## src/rtl/riscv_hazard_pkg.sv

```systemverilog
// Shared constants and types for the decode-stage register scoreboard.
package riscv_hazard_pkg;

    localparam int NUM_REGS    = 32;
    localparam int REG_IDX_W   = $clog2(NUM_REGS);
    localparam int PEND_W      = 2;
    localparam int STALL_CNT_W = 32;

    typedef logic [REG_IDX_W-1:0] reg_idx_t;
    typedef logic [PEND_W-1:0]    pend_cnt_t;

    localparam pend_cnt_t PEND_MAX = {PEND_W{1'b1}};

    function automatic logic is_x0(input reg_idx_t idx);
        return (idx == reg_idx_t'(0));
    endfunction

endpackage

```

## src/rtl/hazard_pend_counter.sv

```systemverilog
// Outstanding-write counter for one architectural register.
// Callers never raise inc at saturation; dec on an empty counter is dropped.
module hazard_pend_counter
    import riscv_hazard_pkg::*;
(
    input  logic      clk,
    input  logic      reset,
    input  logic      clr,
    input  logic      inc,
    input  logic      dec,
    output pend_cnt_t cnt,
    output logic      nonzero,
    output logic      sat
);

    pend_cnt_t cnt_q;
    pend_cnt_t cnt_d;

    // Next count: clear beats inc/dec, simultaneous inc and dec cancel.
    always_comb begin
        cnt_d = cnt_q;
        if (clr) begin
            cnt_d = '0;
        end else if (inc && !dec) begin
            cnt_d = cnt_q + pend_cnt_t'(1);
        end else if (dec && !inc && (cnt_q != pend_cnt_t'(0))) begin
            cnt_d = cnt_q - pend_cnt_t'(1);
        end else begin
            cnt_d = cnt_q;
        end
    end

    // Count register.
    always_ff @(posedge clk) begin
        if (reset) begin
            cnt_q <= '0;
        end else begin
            cnt_q <= cnt_d;
        end
    end

    assign cnt     = cnt_q;
    assign nonzero = (cnt_q != pend_cnt_t'(0));
    assign sat     = (cnt_q == PEND_MAX);

endmodule

```

## src/rtl/decode_hazard_ctrl.sv

```systemverilog
// Scoreboard issue controller between decode and execute.
// Optional feature macro: DECODE_HAZARD_WB_BYPASS_EN (same-cycle writeback bypass of sources).
module decode_hazard_ctrl
    import riscv_hazard_pkg::*;
(
    input  logic                   clk,
    input  logic                   reset,
    input  logic                   dec_valid,
    input  reg_idx_t               dec_rs1,
    input  reg_idx_t               dec_rs2,
    input  reg_idx_t               dec_rd,
    input  logic                   dec_uses_rs1,
    input  logic                   dec_uses_rs2,
    input  logic                   dec_writes_rd,
    output logic                   dec_ready,
    output logic                   issue_valid,
    input  logic                   issue_ready,
    input  logic                   wb_en,
    input  reg_idx_t               wb_rd,
    input  logic                   flush,
    output logic                   busy,
    output logic [STALL_CNT_W-1:0] stall_cycles
);

    pend_cnt_t             pend [NUM_REGS];
    logic [NUM_REGS-1:0]   pend_nz;
    logic [NUM_REGS-1:0]   pend_sat;
    logic [NUM_REGS-1:0]   inc_vec;
    logic [NUM_REGS-1:0]   dec_vec;

    logic                  rs1_haz;
    logic                  rs2_haz;
    logic                  rd_haz;
    logic                  hazard;
    logic                  rs1_byp;
    logic                  rs2_byp;
    logic                  fire_wr;

    logic [STALL_CNT_W-1:0] stall_cycles_q;
    logic [STALL_CNT_W-1:0] stall_cycles_d;

    // x0 is hardwired, so it never has a pending write.
    assign pend[0]     = '0;
    assign pend_nz[0]  = 1'b0;
    assign pend_sat[0] = 1'b0;

    genvar g;
    generate
        for (g = 1; g < NUM_REGS; g++) begin : g_pend
            hazard_pend_counter u_cnt (
                .clk     (clk),
                .reset   (reset),
                .clr     (flush),
                .inc     (inc_vec[g]),
                .dec     (dec_vec[g]),
                .cnt     (pend[g]),
                .nonzero (pend_nz[g]),
                .sat     (pend_sat[g])
            );
        end
    endgenerate

    // Same-cycle writeback only clears a source whose last outstanding write is landing.
    always_comb begin
`ifdef DECODE_HAZARD_WB_BYPASS_EN
        rs1_byp = wb_en && (wb_rd == dec_rs1) && (pend[dec_rs1] == pend_cnt_t'(1));
        rs2_byp = wb_en && (wb_rd == dec_rs2) && (pend[dec_rs2] == pend_cnt_t'(1));
`else
        rs1_byp = 1'b0;
        rs2_byp = 1'b0;
`endif
    end

    // Hazard detection and issue handshake.
    always_comb begin
        rs1_haz = dec_uses_rs1 && !is_x0(dec_rs1)
                  && (pend[dec_rs1] != pend_cnt_t'(0)) && !rs1_byp;
        rs2_haz = dec_uses_rs2 && !is_x0(dec_rs2)
                  && (pend[dec_rs2] != pend_cnt_t'(0)) && !rs2_byp;
        rd_haz  = dec_writes_rd && !is_x0(dec_rd) && pend_sat[dec_rd];
        hazard  = rs1_haz || rs2_haz || rd_haz;

        issue_valid = dec_valid && !hazard && !flush;
        dec_ready   = issue_valid && issue_ready;
        fire_wr     = dec_ready && dec_writes_rd && !is_x0(dec_rd);
    end

    // Per-register increment/decrement strobes; flush masks writeback.
    always_comb begin
        inc_vec = '0;
        dec_vec = '0;
        for (int i = 1; i < NUM_REGS; i++) begin
            inc_vec[i] = fire_wr && (dec_rd == reg_idx_t'(i));
            dec_vec[i] = wb_en && !flush && (wb_rd == reg_idx_t'(i));
        end
    end

    // Stall performance counter, wrapping naturally.
    always_comb begin
        if (dec_valid && hazard && !flush) begin
            stall_cycles_d = stall_cycles_q + STALL_CNT_W'(1);
        end else begin
            stall_cycles_d = stall_cycles_q;
        end
    end

    // Stall counter register.
    always_ff @(posedge clk) begin
        if (reset) begin
            stall_cycles_q <= '0;
        end else begin
            stall_cycles_q <= stall_cycles_d;
        end
    end

    assign busy         = |pend_nz;
    assign stall_cycles = stall_cycles_q;

endmodule
```

## config.mk

```make
export PLATFORM = sky130hd
export DESIGN_NAME = decode_hazard_ctrl
export DESIGN_NICKNAME = d
export VERILOG_FILES = /design/src/rtl/riscv_hazard_pkg.sv /design/src/rtl/hazard_pend_counter.sv /design/src/rtl/decode_hazard_ctrl.sv
export SDC_FILE = /design/constraint.sdc
export NUM_CORES = 1
export LEC_CHECK = 0
export BUFFER_PORTS_ARGS = -buffer_cell sky130_fd_sc_hd__buf_2
export CAP_MARGIN = 10
export CORE_MARGIN = 2
export CORE_UTILIZATION = 35
export CTS_BUF_LIST = sky130_fd_sc_hd__clkbuf_4 sky130_fd_sc_hd__clkbuf_8 sky130_fd_sc_hd__clkbuf_16
export DETAILED_ROUTE_END_ITERATION = 7
export HOLD_SLACK_MARGIN = 0.08
export PLACE_DENSITY_LB_ADDON = 0.05
export RECOVER_POWER = 100
export SYNTH_ARGS = -nofsm -noshare
export SYNTH_HDL_FRONTEND = slang
export SYNTH_SLANG_ARGS = --single-unit
```

## constraint.sdc

```tcl
create_clock -name clk -period 5.6 [get_ports clk]
set_input_delay 1.12 -clock clk [delete_from_list [all_inputs] [get_ports clk]]
set_output_delay 1.12 -clock clk [all_outputs]
set_load 0.02 [all_outputs]
```

# ---- After elaboration in Yosys (flattened, before gate mapping)
# Cells that the tools add are included.
# W data, S select, Z words.
dict set report totals {
  ff_bits 94
}
dict set report classes {
  reduce_logical 307
  n_addsub 63
  n_eq_ne 93
  muxes 70
  n_bitwise 2
  magnitude_cmp 3
}
# cell count
set op_table {}
lappend op_table {{$logic_and A1 B1 Y1} 169}
lappend op_table {{$eq A5 B5 Y1 const B} 32}
lappend op_table {{$mux W2} 66}
lappend op_table {{$reduce_bool A2 Y1} 64}
lappend op_table {{$eq A5 B4 Y1 const B} 16}
lappend op_table {{$logic_not A1 Y1} 67}
lappend op_table {{$add A2 B1 Y2 const B} 31}
lappend op_table {{$eq A2 B2 Y1 const B} 31}
lappend op_table {{$sub A2 B1 Y2 const B} 31}
lappend op_table {{$eq A5 B3 Y1 const B} 8}
lappend op_table {{$add A32 B1 Y32 const B} 1}
lappend op_table {{$reduce_or A31 Y1} 1}
lappend op_table {{$bmux W2 S5} 2}
lappend op_table {{$eq A5 B2 Y1 const B} 4}
lappend op_table {{$logic_not A5 Y1} 3}
lappend op_table {{$ge A6 B6 Y1 const B} 2}
lappend op_table {{$not A5 Y6} 2}
lappend op_table {{$eq A5 B1 Y1 const B} 2}
lappend op_table {{$lt A5 B6 Y1 const B} 1}
lappend op_table {{$bmux W1 S5} 1}
lappend op_table {{$logic_or A1 B1 Y1} 2}
lappend op_table {{$reduce_or A2 Y1} 1}
lappend op_table {{$mux W1} 1}

# ---- Depth between registers and ports, before layout
# Gate-level depths: netlist of run 1.
dict set report logic_depth {
  ltp_word 20
  ltp_mapped 13
  ltp_nobuf 9
}

# ---- Hierarchy
# Synthesis of run 1 repeated with hierarchy kept, for this count alone.
dict set report hier_totals {
  cells_unflattened 894
  area_unflattened_um2 6911.6
}
# mod area_per_inst_um2 seq_area_each_um2 instances cells_each
set by_module_without_submodules {}
lappend by_module_without_submodules {hazard_pend_counter 117.6 40.0 31 14}
lappend by_module_without_submodules {decode_hazard_ctrl 3265.6 640.6 1 460}

# ---- Worst setup path before layout of run 1
# Ideal clock, no wire load.
dict set report synth_path {
  path_kind {input -> output}
  startpoint {input port dec_rd[2]}
  endpoint {output port issue_valid}
  arrival_time_ns 3.187
  setup_slack_ns 1.293
  t_required_ns 4.480
  n_path_buf 4
  stages 11
  path_cell_list {buf_4 -> or4b_1 -> buf_2 -> a21oi_2 -> or4_4 -> a2111oi_4 -> a211oi_2 -> nand3_2 -> buf_4 -> buf_2 -> nor2b_1}
}
dict set report synth_between {
  elab_chain_cells 8
  elab_cells_between_ends 10
}
# element line_no
set synth_rtl {}
lappend synth_rtl {{start: declaration} decode_hazard_ctrl.sv:11} ;# input reg_idx_t dec_rd,
lappend synth_rtl {{parallel branches: the longest is 3 deep, another holds $bmux W1 S5} n/a}
lappend synth_rtl {{$logic_and A1 B1 Y1 *} decode_hazard_ctrl.sv:80} ;# rd_haz = dec_writes_rd && !is_x0(dec_rd) && pend_sat[dec_rd];
lappend synth_rtl {{$logic_or A1 B1 Y1 *} decode_hazard_ctrl.sv:81} ;# hazard = rs1_haz || rs2_haz || rd_haz;
lappend synth_rtl {{$logic_not A1 Y1 *} decode_hazard_ctrl.sv:83} ;# issue_valid = dec_valid && !hazard && !flush;
lappend synth_rtl {{$logic_and A1 B1 Y1 * (2 in a row)} decode_hazard_ctrl.sv:83}
lappend synth_rtl {{end: declaration} decode_hazard_ctrl.sv:16} ;# output logic issue_valid,
# Mark *: on every way between the ends. The select of a mux whose other input is x is not followed.

# ---- Final worst setup path of run 1
dict set report layout_path {
  startpoint {input port dec_rd[1]}
  endpoint {output port dec_ready}
}
dict set report layout_between {
  elab_chain_cells 9
  elab_cells_between_ends 11
}
# element line_no
set layout_rtl {}
lappend layout_rtl {{parallel branches: the longest is 3 deep, another holds $bmux W1 S5} n/a}
lappend layout_rtl {{$logic_and A1 B1 Y1 *} decode_hazard_ctrl.sv:80}
lappend layout_rtl {{$logic_or A1 B1 Y1 *} decode_hazard_ctrl.sv:81}
lappend layout_rtl {{$logic_not A1 Y1 *} decode_hazard_ctrl.sv:83}
lappend layout_rtl {{$logic_and A1 B1 Y1 * (2 in a row)} decode_hazard_ctrl.sv:83}
lappend layout_rtl {{$logic_and A1 B1 Y1 *} decode_hazard_ctrl.sv:84} ;# dec_ready = issue_valid && issue_ready;
lappend layout_rtl {{end: declaration} decode_hazard_ctrl.sv:15} ;# output logic dec_ready,
# Marked as above.

==> results by group, run 1 <==
Run status
  – Status: complete, no violations

CTS
  – Sink Count: between 90 and 100
  – TritonCTS Buffers: 9
  – Clock-pin slew on the worst setup and hold paths: about 70 ps
  – Worst skew pair latency: between 300 and 400 ps
  – Post-CTS setup buffer count: 0
  – CTS root buf: clkbuf_16
  – Clock buffer depth: 2
  – # hold bufs at CTS: 0
  – CTS H-tree depth: 3
  – Resized Gates After CTS: 0
  – CTS tree: built

STA
  – Clock Skew: 7.09 ps
  – Final setup vio count: 0
  – Max Fclk: ~210 MHz
  – Final TNS setup: 0 ps
  – Fin. max-slew vios: 0
  – Setup WS post-layout: about 830 ps
  – Slew @ Worst Pin: roughly 880 ps
  – Crit share post-route: between 80% and 90%
  – RSZ-0062 raised after global routing: false
  – Final hold viol count: 0
  – Min cycle time layout: 4770 ps
  – Slew margin rel.: between 40% and 50%

Drt
  – M1 WL: between 9 and 10 mm
  – Top Metal Used: met4
  – Drt via density: a little over 6
  – Via count: approximately 6300
  – Routed WL: between 20 and 25 mm
  – Initial DRT Pass Iterations: 5
  – DR DRC count: 0
  – DR WL met2: between 9 and 10 mm
  – WL met3: ~1.1 mm
  – Iter 0 DRT Violations: 457
  – WL/cell: approximately 20 um
  – Routed Antenna Nets: 0

Run
  – MaxCap Viol Count: 0

Place
  – PortBufs: 63
  – HPWL after DPL: 15.5 mm
  – GP Congestion: ~0.92
  – Inst Count DP: 1016
  – Dpl cell area: about 0.0065 sq mm
  – Place WS: ~1100 ps

Worst setup path
  – Critical path, cell by cell: buf_2 > nand4bb_1 > a21oi_1 > or4_1 > a2111oi_0 > a211oi_1 > nand4b_1 > buf_4 > inv_1 > clkbuf_1
  – CP endpoint kind: output port
  – CP peak stage delay: about 560 ps
  – Worst path required time: roughly 4500 ps
  – Crit-path slowest cell: or4_1
  – WS Path Type: in -> out
  – CP Launch Type: primary input
  – Arr. time, crit path: ~3700 ps
  – Max Fanout on Critical Path: 21

Global routing
  – Initial antenna violation count: 0
  – Vias in the first global route: roughly 5900
  – Largest net degree at the start of global routing: between 60 and 70
  – First-pass GRT wire length: between 30 and 40 mm
  – Total Routing Usage GR: approximately 22%
  – GRT overflow: 0

Synthesis
  – Post-synthesis sequential area ratio: around 31%
  – Library cells used by synthesis: 68
  – Cells after synthesis: between 700 and 800
  – Post-synth EDFFs: 0
  – Warnings from Yosys: 0
  – Count of state elements after synthesis: 94
  – Synth Net Count: about 800
  – Syn Area/Cell: between 7 and 8 sq um
  – Post-synth top flop: dfxtp_1
  – Synth async-reset ratio: 0%
  – Mapped Area: 0.00614 sq mm

Floorplanning
  – Core footprint: ~0.017 sq mm
  – Die X: 137 um
  – Row Count: 48
  – Die H: around 140 um
  – Initial Util: 35.6%
  – Die area: approximately 0.019 sq mm
  – I/O Pins: 64

Power
  – Clock Power Share: between 40 and 50%
  – Switch share: 26.6%
  – Internal power: 1.10 mW
  – Max VDD drop: between 0.15 and 0.2 mV
  – LEAKAGE: 2.11 nW
  – Pwr per Cell Area: between 200 and 250 mW/mm^2
  – P_sw: roughly 0.40 mW
  – Logic pwr share: 9.4%
  – Flop pwr share: between 40 and 50%

Final layout
  – Antenna Diode Count: 0
  – Commonest cells after routing, fill and taps aside: 105 x nor2_1, 94 x dfxtp_1, 45 x nand2_1
  – Layout cells sized above 1: 9.18%
  – Number of fill cells: around 1900
  – Net count reported at finish: 832
  – Post-route cell area: 0.00675 sq mm
  – Most common cell after layout, fill and taps aside: nor2_1
  – Layout Cells excl Fill: approximately 1000
  – Layout area overhead: 9.86%

Worst hold path
  – Worst hold path class: reg -> reg
cells by family (layout without fill, tap and decap cells):
| group | after synthesis | after routing | synth area share [%] |
|---|---|---|---|
| AO/OA/AOI/OAI | 221 | 221 | 25.8 |
| XOR/XNOR | 32 | 32 | 4.56 |
| multiplexers | 12 | 12 | 4.22 |
| adder cells (fa/ha/maj) | 1 | 1 | 0.204 |
| buffers and inverters | 64 | 98 | 4.89 |
| flip-flops | 94 | 94 | 30.6 |
| AND/OR/NAND/NOR | 348 | 348 | 29.7 |
worst max-delay path: cells and delay by family:
kind                   cells  cell delay, ps
AOI/OAI and AO/OA          3             760
buffers and inverters      4             770
and+or+nand+nor            3             990
final timing paths:
check / startpoint / depth (start not counted) / to / slack [ps]
max: dec_rd[1] / 10 / dec_ready / 830
max reg2reg: g_pend[4].u_cnt.cnt[1]$_SDFFE_PP0P_ / 9 / stall_cycles[21]$_SDFFE_PP0P_ / 1920
min reg2reg: stall_cycles[31]$_SDFFE_PP0P_ / 2 / stall_cycles[31]$_SDFFE_PP0P_ / 490
min: stall_cycles[31]$_SDFFE_PP0P_ / 2 / stall_cycles[31]$_SDFFE_PP0P_ / 490
registers in the layout (all words and copies together), names as in the netlist:
signal and flops:
g_pend.u_cnt.cnt 62, stall_cycles 32
final cells by class:
class	instances	area [sq um]	area share, %
Clock buffer	9	225	3.34
Sequential cell	94	1880	27.9
Inverter	16	60.1	0.890
Multi-Input combinational cell	614	3910	57.8
Timing Repair Buffer	67	302	4.47
Clock inverter	6	95.1	1.41
Tap cell	225	282	4.17
synth_stat cells (3+ instances only):
cell / count / area, sq um
a211oi_1: 35 / 263
o2111ai_1: 5 / 43.8
buf_1: 5 / 18.8
nand2b_1: 17 / 106
and3_1: 9 / 56.3
nor3b_1: 4 / 30.0
buf_2: 15 / 75.1
a21oi_1: 38 / 190
nor3_1: 36 / 180
nand2_1: 45 / 169
or2_2: 3 / 18.8
o21ai_0: 41 / 205
nand3b_1: 4 / 30.0
nor2b_1: 5 / 31.3
o211ai_1: 11 / 82.6
clkbuf_1: 21 / 78.8
buf_4: 3 / 22.5
o311a_1: 4 / 40.0
dfxtp_1: 94 / 1880
or4b_1: 4 / 40.0
buf_6: 4 / 45.0
nand4_1: 23 / 144
mux4_2: 11 / 248
or3_1: 6 / 37.5
o21a_1: 18 / 135
a21bo_2: 5 / 50.1
nor4_1: 33 / 206
nor2_1: 105 / 394
a311oi_1: 8 / 70.1
inv_1: 16 / 60.1
xnor2_1: 5 / 43.8
a2111oi_0: 3 / 26.3
and2_1: 4 / 25.0
nor4_2: 3 / 37.5
o31ai_1: 7 / 52.6
or4_1: 7 / 52.6
a31oi_1: 4 / 25.0
xor2_1: 27 / 236
nand3_1: 24 / 120
a21o_1: 7 / 52.6
o31a_1: 19 / 166
power groups by stage:
stage / registers (mW) / clock network, mW / logic (mW)
3_5_place_dp: 0.685 / 0 / 0.144
6_report: 0.670 / 0.684 / 0.141
2_1_floorplan: 0.686 / 0 / 0.109
3_3_place_gp: 0.685 / 0 / 0.141
5_1_grt: 0.670 / 0.727 / 0.153
4_1_cts: 0.670 / 0.704 / 0.144
per-layer routing:
layer,vias to the layer above,GRT usage (%)
li1,2991,-
met1,3058,30.5
met2,203,35.0
met3,42,3.89
met4,0,9.20
met5,-,0
through the flow:
stage                     hold slack (ps)  utilization, %  power, mW
after floorplan                       475               -      0.795
after global placement                468            37.9      0.826
after detailed placement              479            37.9      0.829
after CTS                             490            39.8       1.52
after global routing                  527            39.2       1.55
final                                 492            39.2       1.50
Power figures use the tool's default switching activity.
==> run 2, diff against run 1 <==
RECOVER_POWER = not set   (was 100)
==> run 2 against run 1 <==
Compared with the run above:
- register-to-register slack gained 280 ps
- final cell count stayed put
- clock power about the same
- die area did not move
- combinational power increased by 4%
- critical path type unchanged
==> results by group, run 2 (synthesis results as in run 1) <==
Run status
  – Status: complete, no violations

Worst setup path
  – WS Path Type: in -> out
  – R2R Setup Slk: ~2200 ps
  – Depth of the worst register-to-register path: 10
  – CP most frequent cell: buf_2
  – CP Buf/Inv Count: 4
  – Arr. time, crit path: between 3000 and 4000 ps
  – Worst R2R Start: g_pend[24].u_cnt.cnt[1]$_SDFFE_PP0P_
  – Worst path required time: approximately 4500 ps
  – R2r endpoint: stall_cycles[28]$_SDFFE_PP0P_
  – Crit-path slowest cell: nand2_1
  – Max Fanout on Critical Path: 23
  – CP peak stage delay: 420 ps
  – Crit path max-delay family: compound AO/OA/AOI/OAI gates
  – Critical path, cell by cell: buf_2 > nand2_1 > a21o_1 > a221oi_2 > a2111oi_4 > a211oi_2 > nand4b_1 > buf_4 > inv_1 > buf_2
  – CP endpoint kind: output port
  – CP Launch Type: primary input

Power
  – P_sw: 0.398 mW
  – Logic pwr share: under 10%
  – Switch share: 26.6%
  – Pwr per Cell Area: 219 mW/mm^2
  – LEAKAGE: 2.27 nW
  – Clock Power Share: 45.6%
  – Flop pwr share: around 45%
  – Internal power: between 1 and 1.5 mW
  – Total chip power: 1.50 mW
  – Max VDD drop: roughly 0.18 mV

Worst hold path
  – HP Start: stall_cycles[31]$_SDFFE_PP0P_
  – Worst hold path class: reg -> reg
  – Hold EP: stall_cycles[31]$_SDFFE_PP0P_
  – Hold path cells: 2

Final layout
  – Antenna Diode Count: 0
  – Layout cells sized above 1: 14.4%
  – Most common cell after layout, fill and taps aside: nor2_1
  – Max reg flops: slightly above 60
  – Layout area overhead: 11.5%
  – Layout Utilization: between 30% and 40%
  – Post-route cell area: between 0.006 and 0.007 sq mm
  – Layout Cells excl Fill: ~1000
  – Commonest cells after routing, fill and taps aside: 105 x nor2_1, 94 x dfxtp_1, 63 x buf_2
  – Net count reported at finish: about 830

Global routing
  – Vias in the first global route: just under 6000
  – Initial antenna violation count: 0
  – GRT overflow: 0
  – First-pass GRT wire length: between 30 and 40 mm
  – Total Routing Usage GR: 22.4%
  – Largest net degree at the start of global routing: 67

Place
  – Dpl cell area: 0.00653 sq mm
  – GP Congestion: between 0.9 and 1
  – HPWL after DPL: around 16 mm
  – Inst Count DP: just over 1000
  – PortBufs: 63

STA
  – RSZ-0062 raised after global routing: false
  – Slew @ Worst Pin: slightly below 900 ps
  – Final hold viol count: 0
  – Slew margin rel.: between 40% and 50%
  – Min cycle time layout: 4560 ps
  – Max Fclk: 219 MHz
  – Clock Skew: 7.29 ps
  – Final TNS setup: 0 ps
  – Final setup vio count: 0
  – Fin. max-slew vios: 0
  – Crit share post-route: approximately 80%

Drt
  – Routed Antenna Nets: 0
  – Initial DRT Pass Iterations: 5
  – Via count: 6267
  – Drt via density: about 6
  – Routed WL: 20.7 mm
  – DR DRC count: 0
  – Iter 0 DRT Violations: around 410
  – WL/cell: 20.1 um

CTS
  – Clock-pin slew on the worst setup and hold paths: about 70 ps
  – TritonCTS Buffers: 9
  – Worst skew pair latency: approximately 360 ps
  – Sink Count: 94
  – Post-CTS setup buffer count: 0
  – CTS H-tree depth: 3
  – CTS root buf: clkbuf_16
  – # hold bufs at CTS: 0
  – Clock buffer depth: 2
  – Resized Gates After CTS: 0
  – CTS tree: built

Floorplanning
  – Initial Util: ~36%
  – I/O Pins: 64
  – Die H: between 100 and 150 um
  – Die area: 0.0186 sq mm
  – Row Count: between 40 and 50
  – Die X: 137 um
  – Core footprint: ~0.017 sq mm

Run
  – MaxCap Viol Count: 0
==> run 2: cell count changes in the layout (fill, tap and decap cells not counted), sizes merged <==
cell    before  now
buf         32   67
clkbuf      44    9
==> run 2: worst max path at each step <==
stage                   start     endpoint  cells past startpoint  slack, ps
floorplan           dec_rd[2]  issue_valid                     11       1290
global placement    dec_rd[0]    dec_ready                     10       1140
detailed placement  dec_rd[0]    dec_ready                     10       1090
CTS                 dec_rd[0]    dec_ready                     10       1090
global route        dec_rd[0]    dec_ready                     10        840
finish              dec_rd[0]    dec_ready                     10       1040
==> run 2: per-stage QoR <==
stage / setup WS [ps] / hold WS [ps]
6_report: 1040 / 489
5_1_grt: 845 / 524
4_1_cts: 1090 / 490
3_5_place_dp: 1090 / 479
3_3_place_gp: 1140 / 468
2_1_floorplan: 1290 / 475
==> run 2: worst reg2reg max path, stage by stage, from the launching register on <==
cell	delay (ps)
dfxtp_1	440
nor2_1	140
mux4_2	490
o221a_2	270
o21ai_0	220
o2111ai_1	190
nand3_2	180
buf_4	600
nand4_1	280
or3_1	370
a21oi_1	150
==> run 2: power by group through the flow <==
stage	sequential [mW]	combinational, mW	clock, mW
global placement	0.685	0.141	0
CTS	0.670	0.144	0.704
global route	0.670	0.158	0.727
finish	0.670	0.146	0.682
floorplan	0.686	0.109	0
detailed placement	0.685	0.144	0
==> run 2: cell type report <==
type / instances / area (sq um)
clock buffers: 9 / 225
clock inverters: 6 / 95.1
fillers: 1829 / 10400
inverters: 16 / 60.1
multi-input cells: 614 / 3960
flip-flops and latches: 94 / 1880
well taps: 225 / 282
repair buffers: 67 / 345
==> run 2: metal layers <==
metal	up-vias	wire length [um]	GRT usage, %
met5	-	0	0
li1	2984	-	-
met3	35	1310	3.89
met1	3033	9450	30.5
met4	0	563	9.20
met2	215	9420	35.0
==> run 3, diff against run 2 <==
ABC_AREA = 1   (was not set)
clock period = 3.8 ns   (was 5.6 ns; I/O delays follow)
==> run 3 against run 2 <==
Compared with the run above:
- combinational power grew 81%
- via count grew 42%
- sequential power grew 47%
- register-to-register slack lost 1500 ps
- synthesized area grew 21%
- core utilization grew 0.19 points
- critical path depth grew 5
- worst hold slack gained 14 ps
- final cell count grew 64%
- die area grew 20%
- sequential share of layout area shrank 5.0 points
==> results by group, run 3 <==
Drt
  – DR DRC count: 0
  – Routed Antenna Nets: 0
  – Drt via density: ~5.3
  – WL/cell: about 17 um
  – Iter 0 DRT Violations: about 790
  – Via count: approximately 8900
  – Initial DRT Pass Iterations: 5
  – Routed WL: roughly 28 mm

Floorplanning
  – Die area: 0.0224 sq mm
  – Row Count: 53
  – Core footprint: 0.0210 sq mm
  – I/O Pins: 64
  – Die X: 150 um
  – Initial Util: a little over a third
  – Die H: between 100 and 150 um

Worst setup path
  – R2r endpoint: g_pend[13].u_cnt.cnt[0]$_SDFFE_PP0P_
  – Worst path required time: around 3000 ps
  – R2R Setup Slk: 740 ps
  – CP endpoint kind: output port
  – Arr. time, crit path: 2600 ps
  – Worst R2R Start: g_pend[3].u_cnt.cnt[1]$_SDFFE_PP0P_
  – WS Path Type: in -> out
  – Depth of the worst register-to-register path: 17
  – CP Launch Type: primary input
  – Critical path origin: dec_rd[0]
  – Worst setup endpoint: issue_valid
  – Max Fanout on Critical Path: 15

STA
  – Final setup vio count: 0
  – Slew @ Worst Pin: ~840 ps
  – Crit share post-route: between 80 and 90%
  – Setup WS post-layout: around 440 ps
  – Final hold slack: ~500 ps
  – Min cycle time layout: about 3400 ps
  – Final hold viol count: 0
  – RSZ-0062 raised after global routing: false
  – Slew margin rel.: 44.2%
  – Final TNS setup: 0 ps
  – Max Fclk: ~300 MHz
  – Fin. max-slew vios: 0
  – Clock Skew: approximately 14 ps

Synthesis
  – Synth top area share: about a quarter
  – Synth async-reset ratio: 0%
  – Post-synth EDFFs: 0
  – Library cells used by synthesis: a little over 40
  – Cell taking the most area after synthesis: dfxtp_1
  – Top post-synthesis cells by count: 422 x nand2_1, 248 x nor2_1, 160 x inv_1
  – Top cells by area, synth: dfxtp_1 25%, nand2_1 21%, nor2_1 13%, nand3_1 9.4%, inv_1 8.1%
  – Post-synthesis adder-cell area fraction: less than 1%
  – Multiplexer share of the synthesized area: 0%
  – Warnings from Yosys: 0
  – Synth Net Count: 1384
  – Compound-Gate Fraction of Synth Area: about 7.6%
  – Post-Synth XOR/XNOR Area: about 1.1%
  – Count leader, synth: nand2_1
  – Mapped Area: around 0.0074 sq mm
  – Count of state elements after synthesis: 94
  – Combinational family with the most area after synthesis: simple AND/OR/NAND/NOR gates
  – Syn Area/Cell: approximately 5.5 sq um
  – Post-synthesis sequential area ratio: 25.3%
  – Post-synth top flop: dfxtp_1
  – Post-synthesis simple-gate area fraction: a little over half
  – Cells after synthesis: 1354

CTS
  – Sink Count: between 90 and 100
  – Post-CTS setup buffer count: 0
  – # hold bufs at CTS: 0
  – CTS root buf: clkbuf_16
  – CTS H-tree depth: 3
  – TritonCTS Buffers: 9
  – Clock buffer depth: 2
  – Clock-pin slew on the worst setup and hold paths: 80 ps
  – Resized Gates After CTS: 0
  – CTS tree: built
  – Worst skew pair latency: approximately 360 ps

Final layout
  – Layout area overhead: 12.5%
  – Layout Cells excl Fill: 1688
  – Most common cell after layout, fill and taps aside: nand2_1
  – Commonest cells after routing, fill and taps aside: 422 x nand2_1, 247 x nor2_1, 160 x inv_1
  – Max reg flops: 62
  – Antenna Diode Count: 0
  – Post-route cell area: approximately 0.0084 sq mm
  – Net count reported at finish: approximately 1400
  – Layout cells sized above 1: a little over 8%

Power
  – P_sw: ~0.65 mW
  – Logic pwr share: 11.6%
  – Pwr per Cell Area: about 270 mW/mm^2
  – Internal power: about 1.6 mW
  – Flop pwr share: a little over two fifths
  – LEAKAGE: approximately 3.8 nW
  – Max VDD drop: about 0.2 mV
  – Switch share: 28.5%
  – Clock Power Share: between 40 and 50%

Global routing
  – Met3 usage: around 4.5%
  – Vias in the first global route: approximately 8200
  – First-pass GRT wire length: approximately 44 mm
  – Initial antenna violation count: 0
  – Largest net degree at the start of global routing: 48
  – GRT overflow: 0
  – Grt met2 use: 38.9%
  – GR peak layer: met2
  – Total Routing Usage GR: 25.7%
  – Met1 usage: between 30% and 40%

Place
  – Inst Count DP: around 1700
  – GP Congestion: between 0.9 and 1
  – Place WS: 386 ps
  – PortBufs: 63
  – HPWL after DPL: ~22 mm
  – Dpl cell area: roughly 0.008 sq mm

Run
  – MaxCap Viol Count: 0

Worst hold path
  – Worst hold path class: reg -> reg
  – Hold path cells: 2

Run status
  – Status: complete, no violations
## run 3: cell types whose count changed after synthesis, moves of 33 or more
cell / change
nand4_1: +45
nand2_1: +377
nor2_1: +143
a211oi_1: -33
inv_1: +144
nand3_1: +116
## run 3: worst min-delay path by stage
stage                                                    start                              endpoint  slack [ps]
after detailed placement          stall_cycles[0]$_SDFFE_PP0P_          stall_cycles[0]$_SDFFE_PP0P_         480
after global routing      g_pend[14].u_cnt.cnt[0]$_SDFFE_PP0P_  g_pend[14].u_cnt.cnt[0]$_SDFFE_PP0P_         530
after floorplan           g_pend[16].u_cnt.cnt[1]$_SDFFE_PP0P_  g_pend[16].u_cnt.cnt[1]$_SDFFE_PP0P_         460
after global placement            stall_cycles[0]$_SDFFE_PP0P_          stall_cycles[0]$_SDFFE_PP0P_         480
after CTS                 g_pend[14].u_cnt.cnt[1]$_SDFFE_PP0P_  g_pend[14].u_cnt.cnt[1]$_SDFFE_PP0P_         500
final                             stall_cycles[4]$_SDFFE_PP0P_          stall_cycles[4]$_SDFFE_PP0P_         500
## run 3: cell type report
cell class,count,area [sq um]
tap,275,344
inverter,170,642
timing repair buffer,78,428
fill,2423,12600
clock buffer,9,225
clock inverter,6,93.8
multi-input combinational,1056,4760
sequential,94,1880
## run 3: cells by family (layout without fill, tap and decap cells)
family / after synthesis / after routing
and+or+nand+nor: 940 / 940
buffers and inverters: 204 / 263
AOI/OAI and AO/OA: 106 / 106
DFF: 94 / 94
xor gates and xnor gates: 9 / 9
adders and majority gates: 1 / 1
## run 3: metal layers
| layer | vias up | part of all wire (%) |
|---|---|---|
| met4 | 0 | 3.3 |
| li1 | 4467 | - |
| met1 | 4038 | 49 |
| met3 | 62 | 6.2 |
| met2 | 303 | 42 |
| met5 | - | 0 |
## run 3: metrics by stage
step / util [%] / power [mW]
floorplan: - / 1.18
global placement: 38.4 / 1.27
detailed placement: 38.4 / 1.27
CTS: 39.9 / 2.30
global route: 39.9 / 2.37
finish: 39.9 / 2.28
## run 3: worst max-delay path, cell delays in order
cell     delay (ps)
buf_2           200
inv_4           140
nand2_1         140
nor2_1          170
nand2_1          80
nand2_1          60
inv_1            40
nand2_1          50
nor2_1           40
nand2_1          60
nand2_1          60
nand3_2         120
nand3_4         130
nor2_8          310
buf_2           250
## run 3: power groups by stage
stage | clock network, mW | logic, mW | registers, mW
final | 1.03 | 0.264 | 0.988
after global routing | 1.09 | 0.289 | 0.988
after CTS | 1.05 | 0.260 | 0.988
after detailed placement | 0 | 0.259 | 1.01
after global placement | 0 | 0.260 | 1.01
after floorplan | 0 | 0.164 | 1.01
